[config.mk]
export PLATFORM = sky130hd
export DESIGN_NAME = updown_counter_param
export DESIGN_NICKNAME = d
export VERILOG_FILES = /design/src/rtl/updown_counter_param.sv
export SDC_FILE = /design/constraint.sdc
export NUM_CORES = 1
export LEC_CHECK = 0
export ABC_AREA = 1
export BUFFER_PORTS_ARGS = -buffer_cell sky130_fd_sc_hd__buf_4
export CORE_ASPECT_RATIO = 0.75
export CORE_MARGIN = 3
export CORE_UTILIZATION = 24
export CTS_CLUSTER_SIZE = 14
export DETAILED_ROUTE_END_ITERATION = 6
export GPL_TIMING_DRIVEN = 0
export HOLD_SLACK_MARGIN = 0.15
export PLACE_DENSITY = 0.5
export SYNTH_ARGS = -nofsm -noshare
export SYNTH_HDL_FRONTEND = slang
export SYNTH_SLANG_ARGS = --single-unit
[constraint.sdc]
create_clock -name clk -period 3.6 [get_ports clk]
set_input_delay 0.18 -clock clk [delete_from_list [all_inputs] [get_ports clk]]
set_output_delay 0.18 -clock clk [all_outputs]
set_load 0.05 [all_outputs]
[src/rtl/updown_counter_param.sv]
// Up/down counter over 0..limit with load, step, wrap/saturate, terminal count and sticky overflow.
// Optional macro COUNTER_PRESCALE_EN adds a prescale input that divides the enabled count rate.
module updown_counter_param #(
  parameter int WIDTH      = 8,
  parameter int STEP_W     = 4,
  parameter int PRESCALE_W = 8
) (
  input  logic                  clk,
  input  logic                  reset,
  input  logic                  en,
  input  logic                  up_down,
  input  logic                  load,
  input  logic [WIDTH-1:0]      load_data,
  input  logic [STEP_W-1:0]     step,
  input  logic [WIDTH-1:0]      limit,
  input  logic                  sat_mode,
  input  logic                  clr_ovf,
`ifdef COUNTER_PRESCALE_EN
  input  logic [PRESCALE_W-1:0] prescale,
`endif
  output logic [WIDTH-1:0]      count,
  output logic                  tc,
  output logic                  at_zero,
  output logic                  at_limit,
  output logic                  ovf
);

  // One spare bit over the widest operand keeps every sum and difference exact.
  localparam int MW = ((WIDTH > STEP_W) ? WIDTH : STEP_W) + 1;

  if (WIDTH < 1 || STEP_W < 1 || PRESCALE_W < 1) begin : g_param_check
    $error("updown_counter_param: all widths must be at least 1");
  end

  logic [WIDTH-1:0] cnt_q, cnt_d;
  logic             evt_q, evt_d;
  logic             ovf_q, ovf_d;
  logic [WIDTH-1:0] count_q, count_d;
  logic             tc_q, tc_d;
  logic             at_zero_q, at_zero_d;
  logic             at_limit_q, at_limit_d;
  logic             tick;

  logic [MW-1:0] cnt_x, lim_x, step_x, ld_x, s_x, sum_x;

  assign cnt_x  = MW'(cnt_q);
  assign lim_x  = MW'(limit);
  assign step_x = MW'(step);
  assign ld_x   = MW'(load_data);
  assign s_x    = (step_x > lim_x) ? lim_x : step_x;
  assign sum_x  = cnt_x + s_x;

`ifdef COUNTER_PRESCALE_EN
  logic [PRESCALE_W-1:0] psc_q, psc_d;

  // Using >= lets a prescale value lowered mid-interval take effect at once.
  always_comb begin
    psc_d = psc_q;
    tick  = (psc_q >= prescale);
    if (load) begin
      psc_d = '0;
    end else if (en) begin
      psc_d = tick ? '0 : psc_q + 1'b1;
    end
  end

  always_ff @(posedge clk) begin
    if (reset) begin
      psc_q <= '0;
    end else begin
      psc_q <= psc_d;
    end
  end
`else
  assign tick = 1'b1;
`endif

  always_comb begin
    cnt_d = cnt_q;
    evt_d = 1'b0;
    if (load) begin
      if (ld_x > lim_x) begin
        cnt_d = limit;
        evt_d = 1'b1;
      end else begin
        cnt_d = load_data;
      end
    end else if (en && (cnt_x > lim_x)) begin
      cnt_d = limit;
      evt_d = 1'b1;
    end else if (en && tick && (s_x != '0)) begin
      if (!up_down) begin
        if (sum_x <= lim_x) begin
          cnt_d = WIDTH'(sum_x);
        end else begin
          evt_d = 1'b1;
          cnt_d = sat_mode ? limit : WIDTH'(sum_x - lim_x - MW'(1));
        end
      end else begin
        if (s_x <= cnt_x) begin
          cnt_d = WIDTH'(cnt_x - s_x);
        end else begin
          evt_d = 1'b1;
          cnt_d = sat_mode ? '0 : WIDTH'(cnt_x + lim_x + MW'(1) - s_x);
        end
      end
    end
  end

  // A new event wins over a simultaneous clear so no overflow is ever lost.
  always_comb begin
    ovf_d      = evt_d | (ovf_q & ~clr_ovf);
    count_d    = cnt_q;
    tc_d       = evt_q;
    at_zero_d  = (cnt_q == '0);
    at_limit_d = (cnt_q == limit);
  end

  always_ff @(posedge clk) begin
    if (reset) begin
      cnt_q      <= '0;
      evt_q      <= 1'b0;
      ovf_q      <= 1'b0;
      count_q    <= '0;
      tc_q       <= 1'b0;
      at_zero_q  <= 1'b1;
      at_limit_q <= 1'b0;
    end else begin
      cnt_q      <= cnt_d;
      evt_q      <= evt_d;
      ovf_q      <= ovf_d;
      count_q    <= count_d;
      tc_q       <= tc_d;
      at_zero_q  <= at_zero_d;
      at_limit_q <= at_limit_d;
    end
  end

  assign count    = count_q;
  assign tc       = tc_q;
  assign at_zero  = at_zero_q;
  assign at_limit = at_limit_q;
  assign ovf      = ovf_q;

endmodule
==> flow_summary.json <==
{
  "gp_congestion": 0.929,
  "cp_num_cells": 33,
  "startpoint_type": "primary input",
  "clk_pin_slew_ps": 50,
  "grtUsageTotal": 0.151,
  "grt_pass1_vias": 3702,
  "max_cap_viol_count": 0,
  "slowest_stage": "fa_2",
  "io_pins": 39,
  "die_area_um2": 16300,
  "cts_num_sinks": 21,
  "synth.cell_area_um2": 3540,
  "fin_skew_ps": 3.03,
  "htreeDepth": 1,
  "p_leak_uw": 0.00251,
  "drive_gt1_frac": 0.311,
  "ys_warn_count": 0,
  "critical_path_required_ps": 3740,
  "syn_area_per_cell_um2": 6.44,
  "syn_to_final_growth_pct": 39.6,
  "syn_inst": 550,
  "worst_pin_slew_ps": 600,
  "wirelength_um": 12900,
  "r2r_end": "cnt_q[4]",
  "ys_ff_latch": 21,
  "numPortBuffers": 38,
  "peakVddDrop_mv": 0.213,
  "max_freq_mhz": 270,
  "initial_core_util": 0.252,
  "rows": 37,
  "yosysSeqAreaShare": 0.119,
  "grt-ovfl-total": 0,
  "period_minus_slack_ps": 3710,
  "drt_iter0_drc": 317,
  "fin_crit_sh": 1.03,
  "layout_commonest_cell": "nand2_1",
  "crit_end": "cnt_q[4]",
  "core_area_um2": 14100,
  "cts_tree": "yes",
  "synth_cell_type_count": 41,
  "cp.arrival_ps": 3850,
  "hp-class": "primary input to register",
  "pre_cts_slack_ps": -992,
  "die_h_um": 111,
  "critical-path-top-delay-family": "simple AND/OR/NAND/NOR gates",
  "diodes": 0,
  "routed_via_density": 4.81,
  "rsz0062_at_grt": "true",
  "endpoint_kind": "register",
  "layout.nets": 732,
  "r2r-start": "cnt_q[1]",
  "slowest_delay_ps": 340,
  "violations": "negative setup slack",
  "fin_ws_ps": -106,
  "regToRegSetupSlack_ps": 40,
  "synthTopCellsByArea": "ha_1 20%, nand2_1 13%, dfxtp_1 12%",
  "drtPass1Iterations": 4,
  "synth_top_area_cell": "ha_1",
  "most-common-layout-cells": "96 x nand2_1, 78 x inv_1, 73 x buf_4, 47 x ha_1, 31 x o21ai_0",
  "finalHoldViolCount": 0,
  "grt_pass1_wl_um": 19900,
  "outcome": "complete, but fails checks",
  "clkLatencyLatePin_ps": 250,
  "crit_type": "primary input to register",
  "ant_nets": 0,
  "synth-edff-count": 0,
  "numCtsBuffers": 3,
  "grt_max_degree": 13,
  "num_vias": 4008,
  "synth_top_area_share": 0.205,
  "ys.flop_type": "dfxtp_1",
  "chipWidth_um": 146,
  "finalPower_uw": 2080,
  "antenna_found_initial": 0,
  "critPathBufInv": 10,
  "slew-limit-headroom": 0.599,
  "root_buffer": "clkbuf_16",
  "synthArstFlopShare": 0,
  "place_area_um2": 4140,
  "setup_viol": 10,
  "drv_slew": 0,
  "place_hpwl_um": 9950,
  "wl_per_cell_um": 15.4,
  "clockBufferDepth": 2,
  "reg2regPathDepth": 24,
  "drc_errors": 0,
  "power_density_nw_per_um2": 420,
  "cp_max_fo": 8,
  "stdcell_area_um2": 4950,
  "cp-startpoint": "limit[3]"
}
==> how the worst min path moves through the flow <==
| stage | startpoint | end | slack [ps] | cells after the start |
|---|---|---|---|---|
| finish | clr_ovf | ovf | 180 | 3 |
| floorplan | reset | evt_q | 350 | 3 |
| CTS | clr_ovf | ovf | 180 | 3 |
| global route | clr_ovf | ovf | 210 | 3 |
| detailed placement | evt_q | tc | 400 | 2 |
| global placement | evt_q | tc | 410 | 2 |
==> final cells by class <==
type | instances | area [um^2]
plain buffers | 8 | 51.3
clock buffers | 3 | 75.1
clock inverters | 1 | 5.00
fillers | 1558 | 9130
inverters | 99 | 388
multi-input cells | 429 | 3130
flip-flops and latches | 21 | 420
well taps | 195 | 244
repair buffers | 78 | 638
==> tightest hold or removal path, stage by stage <==
cell and delay, ps:
buf_4 70, nand3b_1 90, nand2_1 50
==> per-stage QoR <==
step | util | setup TNS, ps | hold slack (ps) | cells
floorplan | - | 0 | 347 | 556
global placement | 0.294 | -8340 | 406 | 789
detailed placement | 0.294 | -9320 | 401 | 789
CTS | 0.332 | -1890 | 182 | 826
global route | 0.352 | -2670 | 208 | 834
finish | 0.352 | -535 | 182 | 834
==> kinds of logic (layout without fill, tap and decap cells) <==
kind of cell | after synthesis | after routing | share of synthesized area
and+or+nand+nor | 244 | 245 | 0.325
DFF | 21 | 21 | 0.119
buffers and inverters | 107 | 189 | 0.118
other | 2 | 8 | 0.00212
AOI/OAI and AO/OA | 96 | 96 | 0.156
adders and majority gates | 65 | 65 | 0.244
xor gates and xnor gates | 15 | 15 | 0.0371
==> sequential cells by signal (all words and copies together) (netlist names) <==
name	flops
count	8
ovf	1
at_limit	1
cnt_q	8
evt_q	1
tc	1
at_zero	1
==> power breakdown <==
group	internal [uW]	switching, uW	leakage [uW]
combinational	619	913	0.00229
sequential	262	56.7	0.000174
clock	149	78.2	0.0000409
total	1030	1050	0.00251
==> timing repair <==
action	4_1_cts	5_1_grt
cloned	1	0
buffers inserted	32	9
gates resized for setup	47	64
endpoints found under the setup margin	10	10
hold buffers	0	0
pin swaps	31	36
==> Yosys cell counts, types with 3 or more instances <==
cell type / instances
nor2_2: 3
or2_2: 4
a22oi_1: 3
nand2_4: 3
inv_2: 7
dfxtp_1: 21
ha_1: 58
a21oi_1: 32
and2_2: 3
clkbuf_1: 3
xnor2_1: 5
nor3_1: 6
o21ai_0: 40
o21bai_1: 3
buf_2: 3
nand3_1: 37
o211ai_1: 7
xor2_1: 10
nand2_1: 124
nor2_1: 29
nand4_1: 24
fa_1: 7
inv_1: 90
a31oi_1: 5
==> routing by layer <==
| layer | wire [um] | global-route usage | vias up |
|---|---|---|---|
| met5 | 0 | 0 | - |
| met4 | 30 | 0.0132 | 0 |
| met3 | 815 | 0.0184 | 4 |
| met2 | 5470 | 0.229 | 113 |
| met1 | 6560 | 0.234 | 1907 |
| li1 | - | - | 1984 |
Power figures use the tool's default switching activity.
